<file path="src/rtl/sysid_check_ctrl_if.sv">
// ----------------------------------------------------------------------------
// sysid_check_ctrl_if
// Avalon-MM read-only bus between the sysid checker (master) and the sysid
// peripheral (slave).
//   avm_address       master -> slave  word select: 0 = ID, 1 = timestamp
//   avm_read          master -> slave  read request
//   avm_waitrequest   slave -> master  stall; request accepted when low
//   avm_readdatavalid slave -> master  read data valid
//   avm_readdata      slave -> master  32-bit read data
// ----------------------------------------------------------------------------
interface sysid_check_ctrl_if;
  logic        avm_address;
  logic        avm_read;
  logic        avm_waitrequest;
  logic        avm_readdatavalid;
  logic [31:0] avm_readdata;

  modport master (
    output avm_address,
    output avm_read,
    input  avm_waitrequest,
    input  avm_readdatavalid,
    input  avm_readdata
  );

  modport slave (
    input  avm_address,
    input  avm_read,
    output avm_waitrequest,
    output avm_readdatavalid,
    output avm_readdata
  );
endinterface

</file>
<file path="src/rtl/sysid_check_ctrl.sv">
// ----------------------------------------------------------------------------
// sysid_check_ctrl
// Reads the system ID word (address 0) and the build timestamp word
// (address 1) from a sysid peripheral over Avalon-MM, compares them against
// the expected values and reports the outcome. Each read is guarded by a
// cycle timeout with a bounded number of retries.
// Ports:
//   clock, reset   single rising-edge clock, synchronous active-high reset
//   start          one-cycle pulse requesting a (re)check; ignored while busy
//   avm            Avalon-MM master side (sysid_check_ctrl_if.master)
//   busy           check in progress
//   done           check finished; held until next start or reset
//   id_ok, ts_ok   captured words match EXPECTED_ID / EXPECTED_TS
//   timeout_err    a read ran out of retries
//   id_value       last captured ID word
//   ts_value       last captured timestamp word
//   retry_count    retries used by the current/last check, saturating at 15
// All status outputs and bus request signals are registered.
// ----------------------------------------------------------------------------
module sysid_check_ctrl #(
  parameter logic [31:0] EXPECTED_ID    = 32'd0,
  parameter logic [31:0] EXPECTED_TS    = 32'd1368116942,
  parameter int unsigned TIMEOUT_CYCLES = 255,
  parameter int unsigned MAX_RETRIES    = 3,
  parameter bit          AUTO_START     = 1'b1
) (
  input  logic                clock,
  input  logic                reset,
  input  logic                start,
  sysid_check_ctrl_if.master  avm,
  output logic                busy,
  output logic                done,
  output logic                id_ok,
  output logic                ts_ok,
  output logic                timeout_err,
  output logic [31:0]         id_value,
  output logic [31:0]         ts_value,
  output logic [3:0]          retry_count
);

  localparam logic [2:0] IDLE    = 3'd0;
  localparam logic [2:0] ID_REQ  = 3'd1;
  localparam logic [2:0] ID_WAIT = 3'd2;
  localparam logic [2:0] TS_REQ  = 3'd3;
  localparam logic [2:0] TS_WAIT = 3'd4;
  localparam logic [2:0] CHECK   = 3'd5;
  localparam logic [2:0] DONE    = 3'd6;

  // The counter holds the number of cycles already spent, so the last
  // permitted cycle of an attempt is the one where it equals TIMEOUT-1.
  localparam logic [15:0] TMO_LAST = 16'(TIMEOUT_CYCLES - 1);
  localparam logic [3:0]  MAX_RET  = 4'(MAX_RETRIES);

  logic [2:0]  state_r;
  logic [2:0]  next_s;
  logic [15:0] tmo_cnt_r;
  logic [3:0]  retry_used_r;
  logic        auto_pend_r;
  logic        avm_read_r;
  logic        avm_address_r;

  logic        in_req_s;
  logic        in_wait_s;
  logic        in_id_s;
  logic        accept_s;
  logic        data_s;
  logic        tmo_s;
  logic        retry_s;
  logic        abort_s;
  logic        req_entry_s;
  logic        new_check_s;

  function automatic logic [3:0] sat_inc4(input logic [3:0] v);
    return (v == 4'hF) ? v : v + 4'd1;
  endfunction

  function automatic logic [15:0] sat_inc16(input logic [15:0] v);
    return (v == 16'hFFFF) ? v : v + 16'd1;
  endfunction

  assign avm.avm_read    = avm_read_r;
  assign avm.avm_address = avm_address_r;

  // Decode the bus events of the current cycle.
  always_comb begin
    in_req_s  = (state_r == ID_REQ)  || (state_r == TS_REQ);
    in_wait_s = (state_r == ID_WAIT) || (state_r == TS_WAIT);
    in_id_s   = (state_r == ID_REQ)  || (state_r == ID_WAIT);
    accept_s  = in_req_s && !avm.avm_waitrequest;
    // Data only counts with an acceptance or while waiting for a response.
    data_s    = avm.avm_readdatavalid && (accept_s || in_wait_s);
    // Progress (acceptance or data) always wins over an expiring timer.
    tmo_s     = (in_req_s || in_wait_s) && !data_s && !accept_s &&
                (tmo_cnt_r >= TMO_LAST);
    retry_s   = tmo_s && (retry_used_r < MAX_RET);
    abort_s   = tmo_s && !retry_s;
  end

  // Next-state selection and entry events.
  always_comb begin
    next_s = state_r;
    case (state_r)
      IDLE: begin
        if (start || auto_pend_r) next_s = ID_REQ;
        else                      next_s = IDLE;
      end
      ID_REQ, ID_WAIT: begin
        if      (data_s)   next_s = TS_REQ;
        else if (accept_s) next_s = ID_WAIT;
        else if (retry_s)  next_s = ID_REQ;
        else if (abort_s)  next_s = DONE;
        else               next_s = state_r;
      end
      TS_REQ, TS_WAIT: begin
        if      (data_s)   next_s = CHECK;
        else if (accept_s) next_s = TS_WAIT;
        else if (retry_s)  next_s = TS_REQ;
        else if (abort_s)  next_s = DONE;
        else               next_s = state_r;
      end
      CHECK: next_s = DONE;
      DONE: begin
        if (start) next_s = ID_REQ;
        else       next_s = DONE;
      end
      default: next_s = IDLE;
    endcase
    // A retry re-enters the REQ state it is already in.
    req_entry_s = ((next_s == ID_REQ) || (next_s == TS_REQ)) &&
                  ((next_s != state_r) || retry_s);
    new_check_s = ((state_r == IDLE) || (state_r == DONE)) && (next_s == ID_REQ);
  end

  // State, timers, captured data and registered outputs.
  always_ff @(posedge clock) begin
    if (reset) begin
      state_r       <= IDLE;
      auto_pend_r   <= AUTO_START;
      tmo_cnt_r     <= 16'd0;
      retry_used_r  <= 4'd0;
      avm_read_r    <= 1'b0;
      avm_address_r <= 1'b0;
      busy          <= 1'b0;
      done          <= 1'b0;
      id_ok         <= 1'b0;
      ts_ok         <= 1'b0;
      timeout_err   <= 1'b0;
      id_value      <= 32'd0;
      ts_value      <= 32'd0;
      retry_count   <= 4'd0;
    end else begin
      state_r       <= next_s;
      // Auto-start only applies to the first cycle out of reset.
      auto_pend_r   <= 1'b0;
      avm_read_r    <= (next_s == ID_REQ) || (next_s == TS_REQ);
      avm_address_r <= (next_s == TS_REQ);
      busy          <= (next_s == ID_REQ) || (next_s == ID_WAIT) ||
                       (next_s == TS_REQ) || (next_s == TS_WAIT) ||
                       (next_s == CHECK);
      done          <= (next_s == DONE);

      if (req_entry_s)              tmo_cnt_r <= 16'd0;
      else if (in_req_s || in_wait_s) tmo_cnt_r <= sat_inc16(tmo_cnt_r);
      else                          tmo_cnt_r <= tmo_cnt_r;

      // Per-read retry budget restarts for every new read, not for a retry.
      if (req_entry_s && !retry_s) retry_used_r <= 4'd0;
      else if (retry_s)            retry_used_r <= sat_inc4(retry_used_r);
      else                         retry_used_r <= retry_used_r;

      if (new_check_s) begin
        id_ok       <= 1'b0;
        ts_ok       <= 1'b0;
        timeout_err <= 1'b0;
        retry_count <= 4'd0;
      end else begin
        if (retry_s)            retry_count <= sat_inc4(retry_count);
        else                    retry_count <= retry_count;
        if (abort_s)            timeout_err <= 1'b1;
        else                    timeout_err <= timeout_err;
        if (state_r == CHECK) begin
          id_ok <= (id_value == EXPECTED_ID);
          ts_ok <= (ts_value == EXPECTED_TS);
        end else begin
          id_ok <= id_ok;
          ts_ok <= ts_ok;
        end
      end

      if (data_s && in_id_s)       id_value <= avm.avm_readdata;
      else                         id_value <= id_value;
      if (data_s && !in_id_s)      ts_value <= avm.avm_readdata;
      else                         ts_value <= ts_value;
    end
  end

endmodule

</file>
<file path="src/flat_wrapper.sv">
// flat-port wrapper written by rule: the top's interface ports become plain ports
module sysid_check_ctrl_flat 
#(
  parameter logic [31:0] EXPECTED_ID    = 32'd0,
  parameter logic [31:0] EXPECTED_TS    = 32'd1368116942,
  parameter int unsigned TIMEOUT_CYCLES = 255,
  parameter int unsigned MAX_RETRIES    = 3,
  parameter bit          AUTO_START     = 1'b1
)
  (clock, reset, start, busy, done, id_ok, ts_ok, timeout_err, id_value, ts_value, retry_count, avm_avm_address, avm_avm_read, avm_avm_waitrequest, avm_avm_readdatavalid, avm_avm_readdata);
  sysid_check_ctrl_if avm_i ();
  input  logic clock;
  input  logic reset;
  input  logic start;
  output logic busy;
  output logic done;
  output logic id_ok;
  output logic ts_ok;
  output logic timeout_err;
  output logic [31:0] id_value;
  output logic [31:0] ts_value;
  output logic [3:0] retry_count;
  output wire logic [$bits(avm_i.avm_address)-1:0] avm_avm_address;
  output wire logic [$bits(avm_i.avm_read)-1:0] avm_avm_read;
  input wire logic [$bits(avm_i.avm_waitrequest)-1:0] avm_avm_waitrequest;
  input wire logic [$bits(avm_i.avm_readdatavalid)-1:0] avm_avm_readdatavalid;
  input wire logic [$bits(avm_i.avm_readdata)-1:0] avm_avm_readdata;
  assign avm_avm_address = avm_i.avm_address;
  assign avm_avm_read = avm_i.avm_read;
  assign avm_i.avm_waitrequest = avm_avm_waitrequest;
  assign avm_i.avm_readdatavalid = avm_avm_readdatavalid;
  assign avm_i.avm_readdata = avm_avm_readdata;
  sysid_check_ctrl #(.EXPECTED_ID(EXPECTED_ID), .EXPECTED_TS(EXPECTED_TS), .TIMEOUT_CYCLES(TIMEOUT_CYCLES), .MAX_RETRIES(MAX_RETRIES), .AUTO_START(AUTO_START)) u_core (.clock(clock), .reset(reset), .start(start), .avm(avm_i), .busy(busy), .done(done), .id_ok(id_ok), .ts_ok(ts_ok), .timeout_err(timeout_err), .id_value(id_value), .ts_value(ts_value), .retry_count(retry_count));
endmodule
</file>
<file path="config.mk">
export PLATFORM = sky130hd
export DESIGN_NAME = sysid_check_ctrl_flat
export DESIGN_NICKNAME = d
export VERILOG_FILES = /design/src/rtl/sysid_check_ctrl_if.sv /design/src/rtl/sysid_check_ctrl.sv /design/src/flat_wrapper.sv
export SDC_FILE = /design/constraint.sdc
export NUM_CORES = 1
export LEC_CHECK = 0
export CELL_PAD_IN_SITES_DETAIL_PLACEMENT = 1
export CELL_PAD_IN_SITES_GLOBAL_PLACEMENT = 2
export CORE_ASPECT_RATIO = 1.1
export CORE_MARGIN = 5
export CORE_UTILIZATION = 30
export DETAILED_ROUTE_END_ITERATION = 10
export GPL_TIMING_DRIVEN = 0
export PLACE_DENSITY = 0.86
export SLEW_MARGIN = 30
export SYNTH_ARGS = -nofsm -noshare
export SYNTH_HDL_FRONTEND = slang
export SYNTH_SLANG_ARGS = --single-unit
export TNS_END_PERCENT = 100
</file>
<file path="constraint.sdc">
create_clock -name clock -period 3.25 [get_ports clock]
set_input_delay 0.325 -clock clock [delete_from_list [all_inputs] [get_ports clock]]
set_output_delay 0.325 -clock clock [all_outputs]
set_load 0.01 [all_outputs]
</file>
==> out/summary.md, run 1 <==
Clock network
• CTS buffer count: 9
• # hold bufs at CTS: 0
• clock tree from TritonCTS: built
• number of post-CTS setup repair buffers: 0
• CTS-repair resized insts: 0
• Clock Sink Count: 99
• buffer type at the clock tree root: sky130_fd_sc_hd__clkbuf_16
• buffer depth of the longest clock path: 2
• H-tree depth: 3
• clock slew at the register clock pins of the worst setup and hold paths: 70 ps
• clock latency on the worst-skew pair: 360 ps

Global routing
• GR met3 Demand/Resource: 6.16%
• GR Util met2: 30.3%
• number of global-route vias before repair: 4438
• maximum number of pins on one net before global-route repair: 19
• routing usage on met1: 20.7%
• remaining global-route overflow: 0
• first-pass GRT wire length: 22.9 mm
• overall global routing resource usage: 17.8%
• initial antenna violation count: 0
• most congested layer reported by global routing: met2

STA
• shortest period the worst path allows: 2440 ps
• final slew viol count: 0
• fraction of the cycle the final worst path needs: 75.1%
• setup TNS after final layout: 0 ps
• Final Hold Violating Endpoints: 0
• unrepaired setup endpoints after global routing: no
• Fmax: 0.410 GHz
• slew at the pin with the worst max-slew slack: 663 ps
• number of setup violations in the final report: 0
• Final Skew: 6.53 ps
• Post-Route Hold Slack: 477 ps
• worst slew slack as a fraction of its limit: 55.5%

Pwr
• clock share of power: 39.8%
• switching share of power: 28.4%
• cell internal power dissipation: 2.18 mW
• switching power summed over all nets: 0.862 mW
• total power divided by cell area: 517 nW/um2
• sequential group share of total power: 43.3%
• peak supply drop: 0.000250 V
• leak pwr: 2.01 nW
• overall power consumption: 3.04 mW
• Gate power share: 17.0%

Critical path
• reg2reg setup slack: 880 ps
• Req. time, crit path: 3500 ps
• R2R cell count: 8
• reg-to-reg critical path startpoint: u_core.tmo_cnt_r[1]$_SDFFE_PP0P_
• arrival time reported for the critical path endpoint: 2690 ps
• kind of critical path: input port to register
• Worst Setup Start Kind: input port
• worst-path maximum fanout: 10
• Critical Path End Type: register
• endpoint of the lowest-slack register-to-register path: u_core.tmo_cnt_r[7]$_SDFFE_PP0P_
• launch point of the critical path: avm_avm_waitrequest

Place
• DP HPWL: 10.9 mm
• count of port buffers added during placement: 111
• final estimated routing congestion in global placement: 0.819
• instance area after placement: 5540 um2

Drt
• DRT Wirelength: 14.2 mm
• WL/cell: 17.0 um
• Remaining DRCs: 0
• vias after detailed routing: 4130
• Initial DRC Count: 121
• post-route ant nets: 0
• iteration count of the initial detailed-routing pass: 4
• vias per cell: 4.97

Yosys
• Post-Synthesis Mean Instance Area: 8.14 um2
• number of distinct library cell variants in the gate-level netlist after synthesis: 54
• total of flip-flops plus latches after synthesis: 99
• Synth Instances: 516
• share of Yosys cell area claimed by the top area cell type: 47.2%
• portion of the post-synthesis area used by sequential elements: 47.2%
• most instantiated flip-flop cell in the synthesis netlist: sky130_fd_sc_hd__dfxtp_1
• library cell occupying the most area in the post-synthesis netlist: sky130_fd_sc_hd__dfxtp_1
• top cells by area, synth: sky130_fd_sc_hd__dfxtp_1 (47%), sky130_fd_sc_hd__nand2_1 (12%), sky130_fd_sc_hd__a21oi_1 (8.3%), sky130_fd_sc_hd__nor2_1 (3.5%), sky130_fd_sc_hd__xor2_1 (2.3%)
• number of warnings issued by yosys: 0
• most frequent cell after synthesis: sky130_fd_sc_hd__nand2_1
• EDFF count, synth: 0
• ys async rst share: 0%
• cell area after synthesis: 4200 um2
• commonest cells in the synthesized netlist: sky130_fd_sc_hd__nand2_1 (139), sky130_fd_sc_hd__dfxtp_1 (99), sky130_fd_sc_hd__a21oi_1 (70), sky130_fd_sc_hd__nor2_1 (39), sky130_fd_sc_hd__clkbuf_1 (17)
• Post-Synthesis Net Count: 557

Floorplan
• number of core rows: 45
• floorplan die height: 134 um
• placeable core region: 13800 um2
• Starting Density: 30.4%
• area of the die: 16500 um2
• Chip Width: 123 um
• count of boundary I/O pins: 112

Finish
• layout net count: 679
• share of post-route cells with drive strength above 1: 5.13%
• layout overhead on the synthesized area: 39.9%
• fillers: 1671
• Antenna Cells: 0
• post-layout utilization of the core: 42.6%
• cell area after layout: 5870 um2

Job
• count of max-cap constraint violations: 0

Min path
• launch instance of the worst min-delay path: u_core.ts_value[10]$_SDFFE_PP0P_
• worst hold stages: 2
• terminating pin of the worst hold path: u_core.ts_value[10]$_SDFFE_PP0P_
• class of the most critical hold timing path: register to register

Run status
• status: finished clean

[routing by layer]
layer,routed length [um],vias to the layer above
met5,0,-
met4,223,0
met3,939,18
met2,6940,99
met1,6060,1997
li1,-,2016
[power groups by stage]
stage               clock (mW)  sequential, mW  combinational, mW
finish                    1.21            1.31              0.515
detailed placement           0            1.34              0.517
global placement             0            1.34              0.503
floorplan                    0            1.35              0.269
global route              1.29            1.32              0.564
CTS                       1.23            1.31              0.522
[how the worst max path moves through the flow]
stage | slack, ps | cells after the start | end
2_1_floorplan | 1290 | 8 | u_core.tmo_cnt_r[10]$_SDFFE_PP0P_
3_3_place_gp | 580 | 8 | u_core.tmo_cnt_r[6]$_SDFFE_PP0P_
3_5_place_dp | 510 | 8 | u_core.tmo_cnt_r[13]$_SDFFE_PP0P_
4_1_cts | 820 | 8 | u_core.tmo_cnt_r[15]$_SDFFE_PP0P_
5_1_grt | 700 | 8 | u_core.tmo_cnt_r[15]$_SDFFE_PP0P_
6_report | 810 | 8 | u_core.tmo_cnt_r[7]$_SDFFE_PP0P_
[per-stage QoR]
step / std cells / worst slack (ps)
detailed placement: 815 / 506
global placement: 815 / 579
CTS: 831 / 818
floorplan: 516 / 1290
finish: 831 / 808
global route: 831 / 704
[layout by cell type, fill, tap and decap left out, drive strengths merged, types with 5 or more instances in the layout]
| cell type | count |
|---|---|
| a211oi | 5 |
| a21oi | 70 |
| buf | 9 |
| clkbuf | 26 |
| clkdlybuf4s50 | 111 |
| dfxtp | 99 |
| inv | 10 |
| nand2 | 140 |
| nand2b | 5 |
| nand3 | 8 |
| nand4 | 12 |
| nor2 | 39 |
| nor2b | 8 |
| nor3 | 6 |
| nor4 | 12 |
| o21ai | 8 |
| xnor2 | 8 |
| xor2 | 11 |
[cell families after synthesis]
logic type / after synthesis / synth area share, %
flip-flops: 99 / 47.2
adder cells (fa/ha/maj): 4 / 1.19
multiplexers: 4 / 0.954
buffers and inverters: 32 / 3.19
AND/OR/NAND/NOR: 252 / 27.7
XOR/XNOR: 19 / 3.96
AO/OA/AOI/OAI: 106 / 15.8
[registers in the layout, summed over array words and instances, names as in the netlist]
register,count
u_core.retry_count,4
u_core.timeout_err,1
u_core.busy,1
u_core.tmo_cnt_r,16
u_core.done,1
u_core.avm.avm_address,1
u_core.state_r,3
u_core.avm.avm_read,1
u_core.retry_used_r,4
u_core.auto_pend_r,1
u_core.ts_value,32
u_core.id_ok,1
u_core.ts_ok,1
u_core.id_value,32
[critical path: stages]
cell and delay (ps):
sky130_fd_sc_hd__clkdlybuf4s50_1 620, sky130_fd_sc_hd__nand2b_1 150, sky130_fd_sc_hd__o22ai_1 470, sky130_fd_sc_hd__nand2_2 170
sky130_fd_sc_hd__a211oi_4 460, sky130_fd_sc_hd__a31o_4 290, sky130_fd_sc_hd__buf_6 150, sky130_fd_sc_hd__nor2_1 50
[layout make-up]
class	count	area [um2]	share of cell area, %
clock buffer	9	225	3.83
sequential	99	1980	33.7
multi-input combinational	385	2080	35.4
inverter	6	22.5	0.383
timing repair buffer	111	1110	18.9
buffer	26	111	1.90
tap	188	235	4.00
clock inverter	7	105	1.79
(Power assumes the default switching activity.)
==> inputs of run 2 (changes only) <==
- CORE_UTILIZATION: 30 -> 27
- PLACE_DENSITY: 0.86 -> 0.78
- clock period: 3.25 -> 2.54 ns (I/O delays scaled with it)
==> out/summary.md, run 2 (same netlist as run 1, synthesis figures left out) <==
STA
• slew at the pin with the worst max-slew slack: 741 ps
• Fmax: 0.425 GHz
• number of setup violations in the final report: 0
• Worst Slack Setup Final: 185 ps
• Final Skew: 7.84 ps
• shortest period the worst path allows: 2350 ps
• final slew viol count: 0
• Final Hold Violating Endpoints: 0
• unrepaired setup endpoints after global routing: yes
• worst slew slack as a fraction of its limit: 50.3%
• Post-Route Hold Slack: 475 ps
• fraction of the cycle the final worst path needs: 92.7%

Critical path
• chain of cells forming the critical path: ha_1, nor2_1, o311ai_4, nand2_2, a211oi_4, a31o_4, buf_6, nor2_1
• Worst Path Buf+Inv: 1
• Critical Path End Type: register
• worst-path maximum fanout: 10
• Req. time, crit path: 2780 ps
• arrival time reported for the critical path endpoint: 2600 ps
• CP peak stage delay: 450 ps
• reg2reg setup slack: 190 ps
• Critical Path Slowest Stage Cell: sky130_fd_sc_hd__dfxtp_1
• kind of critical path: register to register
• cell repeated most along the worst path: sky130_fd_sc_hd__nor2_1
• Worst Setup Start Kind: register
• largest delay contributor family on the critical path: compound AO/OA/AOI/OAI gates

Pwr
• overall power consumption: 3.73 mW
• leak pwr: 1.99 nW
• peak supply drop: 0.000269 V
• total power divided by cell area: 638 nW/um2

Place
• count of port buffers added during placement: 111
• Setup WS pre-CTS: -165 ps
• DP HPWL: 10.9 mm
• final estimated routing congestion in global placement: 0.839

Finish
• largest registers: u_core.id_value x32, u_core.ts_value x32, u_core.tmo_cnt_r x16
• share of post-route cells with drive strength above 1: 4.98%
• layout net count: 679
• commonest non-fill, non-tap cell in the layout: sky130_fd_sc_hd__nand2_1
• Antenna Cells: 0
• highest-count cells in the layout ignoring fill and taps: sky130_fd_sc_hd__nand2_1 (139), sky130_fd_sc_hd__clkdlybuf4s50_1 (111), sky130_fd_sc_hd__dfxtp_1 (99)
• layout overhead on the synthesized area: 39.3%
• post-layout utilization of the core: 38.5%

Clock network
• # hold bufs at CTS: 0
• buffer type at the clock tree root: sky130_fd_sc_hd__clkbuf_16
• CTS-repair resized insts: 0
• buffer depth of the longest clock path: 2
• CTS buffer count: 9
• Clock Sink Count: 99
• clock slew at the register clock pins of the worst setup and hold paths: 70 ps
• clock latency on the worst-skew pair: 350 ps
• clock tree from TritonCTS: built
• H-tree depth: 3
• number of post-CTS setup repair buffers: 0

Floorplan
• placeable core region: 15200 um2
• floorplan die height: 141 um
• Starting Density: 27.7%
• Chip Width: 129 um
• count of boundary I/O pins: 112
• number of core rows: 47
• area of the die: 18100 um2

Drt
• DRT Wirelength: 14.2 mm
• vias per cell: 4.87
• Initial DRC Count: 146
• iteration count of the initial detailed-routing pass: 4
• vias after detailed routing: 4083
• Remaining DRCs: 0
• WL/cell: 17.0 um
• post-route ant nets: 0

Global routing
• remaining global-route overflow: 0
• first-pass GRT wire length: 22.8 mm
• number of global-route vias before repair: 4407
• maximum number of pins on one net before global-route repair: 17
• initial antenna violation count: 0
• overall global routing resource usage: 15.8%

Job
• count of max-cap constraint violations: 0

Run status
• status: finished clean

Min path
• class of the most critical hold timing path: input port to register

-- run 2: cell types whose count changed in the layout (fill, tap and decap cells not counted) --
cell,previous run,this run
sky130_fd_sc_hd__clkinv_2,0,2
sky130_fd_sc_hd__inv_6,3,1
sky130_fd_sc_hd__bufinv_16,2,1
sky130_fd_sc_hd__clkbuf_1,17,18
sky130_fd_sc_hd__clkinv_4,0,1
sky130_fd_sc_hd__inv_8,1,0
-- run 2: worst min-delay path: stages --
cell,delay (ps)
sky130_fd_sc_hd__clkdlybuf4s50_1,420
sky130_fd_sc_hd__nand2_1,60
sky130_fd_sc_hd__a21oi_1,50
-- run 2: per-stage QoR --
step | TNS (ps) | area (um2) | instances
after CTS | 0 | 5850 | 839
after global placement | -1440 | 5550 | 823
after global routing | -28.8 | 5850 | 839
after floorplan | 0 | 4200 | 516
final | 0 | 5850 | 839
after detailed placement | -1700 | 5550 | 823
-- run 2: layout make-up --
class                   count  area (um2)
multi-input cells         385        2080
fillers                  1829        9320
well taps                 196         245
clock inverters             6        65.1
repair buffers            111        1110
clock buffers              10         229
flip-flops and latches     99        1980
inverters                   6        22.5
plain buffers              26         111
-- run 2: per-layer routing --
layer  vias up  global-route usage [%]  share of wire (%)
met2        82                    26.9                 49
met5         -                       0                  0
met1      1972                    18.7                 43
met3        16                    5.11                6.2
met4         0                    5.14                1.4
li1       2013                       -                  -
-- run 2: worst paths after layout --
check / startpoint / endpoint / cells after the start
setup / recovery: u_core.tmo_cnt_r[1]$_SDFFE_PP0P_ / u_core.tmo_cnt_r[8]$_SDFFE_PP0P_ / 8
hold / removal: avm_avm_readdata[30] / u_core.id_value[30]$_SDFFE_PP0P_ / 3
setup reg to reg: u_core.tmo_cnt_r[1]$_SDFFE_PP0P_ / u_core.tmo_cnt_r[8]$_SDFFE_PP0P_ / 8
hold reg to reg: u_core.ts_value[8]$_SDFFE_PP0P_ / u_core.ts_value[8]$_SDFFE_PP0P_ / 2
-- run 2: report_power, final --
group | internal (mW) | switching, mW
registers | 1.62 | 0.0636
clock network | 0.766 | 0.622
logic | 0.284 | 0.375
==> inputs of run 3 (changes only) <==
- CORE_MARGIN: 5 -> unset
==> out/summary.md, run 3 (same netlist as run 1, synthesis figures left out) <==
Critical path
• Critical Path End Type: register
• kind of critical path: register to register
• Worst Setup Start Kind: register
• reg-to-reg critical path startpoint: u_core.tmo_cnt_r[1]$_SDFFE_PP0P_
• endpoint of the lowest-slack register-to-register path: u_core.tmo_cnt_r[11]$_SDFFE_PP0P_
• launch point of the critical path: u_core.tmo_cnt_r[1]$_SDFFE_PP0P_
• Worst setup endpoint: u_core.tmo_cnt_r[11]$_SDFFE_PP0P_
• arrival time reported for the critical path endpoint: 2630 ps
• R2R cell count: 8
• Req. time, crit path: 2790 ps
• worst-path maximum fanout: 10
• reg2reg setup slack: 160 ps

Pwr
• peak supply drop: 0.000339 V
• total power divided by cell area: 630 nW/um2
• leak pwr: 2.00 nW
• overall power consumption: 3.69 mW

Clock network
• H-tree depth: 3
• buffer depth of the longest clock path: 2
• # hold bufs at CTS: 0
• clock slew at the register clock pins of the worst setup and hold paths: 70 ps
• CTS buffer count: 9
• clock latency on the worst-skew pair: 360 ps
• clock tree from TritonCTS: built
• buffer type at the clock tree root: sky130_fd_sc_hd__clkbuf_16
• Clock Sink Count: 99

Place
• Setup WS pre-CTS: -120 ps
• count of port buffers added during placement: 111
• instance area after placement: 5550 um2
• final estimated routing congestion in global placement: 0.816
• DP HPWL: 10.4 mm
• count of placed standard cells including taps: 823

Min path
• class of the most critical hold timing path: input port to register

Drt
• vias after detailed routing: 4049
• WL/cell: 16.3 um
• Initial DRC Count: 102
• post-route ant nets: 0
• DRT Wirelength: 13.7 mm
• iteration count of the initial detailed-routing pass: 4
• vias per cell: 4.81
• Remaining DRCs: 0

Global routing
• remaining global-route overflow: 0
• initial antenna violation count: 0
• maximum number of pins on one net before global-route repair: 19
• first-pass GRT wire length: 22.2 mm
• number of global-route vias before repair: 4402
• overall global routing resource usage: 17.9%

STA
• slew at the pin with the worst max-slew slack: 686 ps
• final slew viol count: 0
• Fmax: 0.420 GHz
• Worst Slack Setup Final: 160 ps
• shortest period the worst path allows: 2380 ps
• unrepaired setup endpoints after global routing: no
• number of setup violations in the final report: 0
• Final Skew: 7.76 ps
• Final Hold Violating Endpoints: 0
• worst slew slack as a fraction of its limit: 53.9%
• fraction of the cycle the final worst path needs: 93.7%

Job
• count of max-cap constraint violations: 0

Finish
• layout overhead on the synthesized area: 39.5%
• final non-filler cell total: 841
• Antenna Cells: 0
• commonest non-fill, non-tap cell in the layout: sky130_fd_sc_hd__nand2_1
• fillers: 1825
• layout net count: 681
• cell area after layout: 5860 um2
• highest-count cells in the layout ignoring fill and taps: sky130_fd_sc_hd__nand2_1 (139), sky130_fd_sc_hd__clkdlybuf4s50_1 (111), sky130_fd_sc_hd__dfxtp_1 (99)
• share of post-route cells with drive strength above 1: 5.74%
• largest registers: u_core.id_value x32, u_core.ts_value x32, u_core.tmo_cnt_r x16

Floorplan
• area of the die: 16100 um2
• placeable core region: 15100 um2
• Chip Width: 121 um
• Starting Density: 27.8%
• count of boundary I/O pins: 112
• number of core rows: 47
• floorplan die height: 133 um

Run status
• status: finished clean

[run 3: cell count changes in the layout (fill, tap and decap cells not counted), moves of 2 or more]
cell / change
sky130_fd_sc_hd__clkbuf_2: +2
sky130_fd_sc_hd__clkbuf_1: -2
sky130_fd_sc_hd__inv_8: +2
sky130_fd_sc_hd__buf_4: +2
[run 3: per-layer routing]
layer / track usage, % / up-vias / part of all wire [%]
met5: 0 / - / 0
met2: 29.9 / 82 / 48
li1: - / 2021 / -
met3: 5.86 / 17 / 6.5
met4: 6.72 / 0 / 1.7
met1: 21.0 / 1929 / 44
[run 3: worst min path at each step]
stage	from	end	slack, ps	depth (start not counted)
floorplan	reset	u_core.auto_pend_r$_DFF_P_	280	0
global placement	u_core.ts_value[17]$_SDFFE_PP0P_	u_core.ts_value[17]$_SDFFE_PP0P_	450	2
detailed placement	u_core.ts_value[13]$_SDFFE_PP0P_	u_core.ts_value[13]$_SDFFE_PP0P_	470	2
CTS	reset	u_core.auto_pend_r$_DFF_P_	450	1
global route	reset	u_core.auto_pend_r$_DFF_P_	460	1
finish	reset	u_core.auto_pend_r$_DFF_P_	460	1
[run 3: area by class of cell]
class	instances	area, um2	area share [%]
Inverter	6	22.5	0.385
Clock buffer	9	225	3.85
Multi-Input combinational cell	385	2080	35.5
Tap cell	196	245	4.19
Sequential cell	99	1980	33.8
Timing Repair Buffer	113	1130	19.2
Buffer	26	114	1.94
Clock inverter	7	60.1	1.03
[run 3: through the flow]
step / util [%] / TNS, ps / hold WS (ps)
3_3_place_gp: 36.7 / -936 / 454
5_1_grt: 38.8 / 0 / 462
6_report: 38.8 / 0 / 458
3_5_place_dp: 36.7 / -1130 / 465
2_1_floorplan: - / 0 / 282
4_1_cts: 38.6 / 0 / 448
[run 3: worst max-delay path, stage by stage, from the launching register on]
cell                       delay [ps]
sky130_fd_sc_hd__dfxtp_1          460
sky130_fd_sc_hd__ha_1             200
sky130_fd_sc_hd__nor2_1            60
sky130_fd_sc_hd__o311ai_4         450
sky130_fd_sc_hd__nand2_2          140
sky130_fd_sc_hd__a211oi_4         450
sky130_fd_sc_hd__a31o_4           290
sky130_fd_sc_hd__buf_6            160
sky130_fd_sc_hd__nor2_1            60
[run 3: report_power, final]
part	total (mW)	internal [mW]	switching, mW
Clock	1.35	0.683	0.668
Combinational	0.656	0.284	0.372
Sequential	1.68	1.62	0.0648
Total	3.69	2.59	1.11
[run 3: timing repair]
action,4_1_cts,5_1_grt
setup endpoints to repair,0,13
buffers inserted,0,2
hold endpoints to repair,0,0
gates resized for setup,0,3
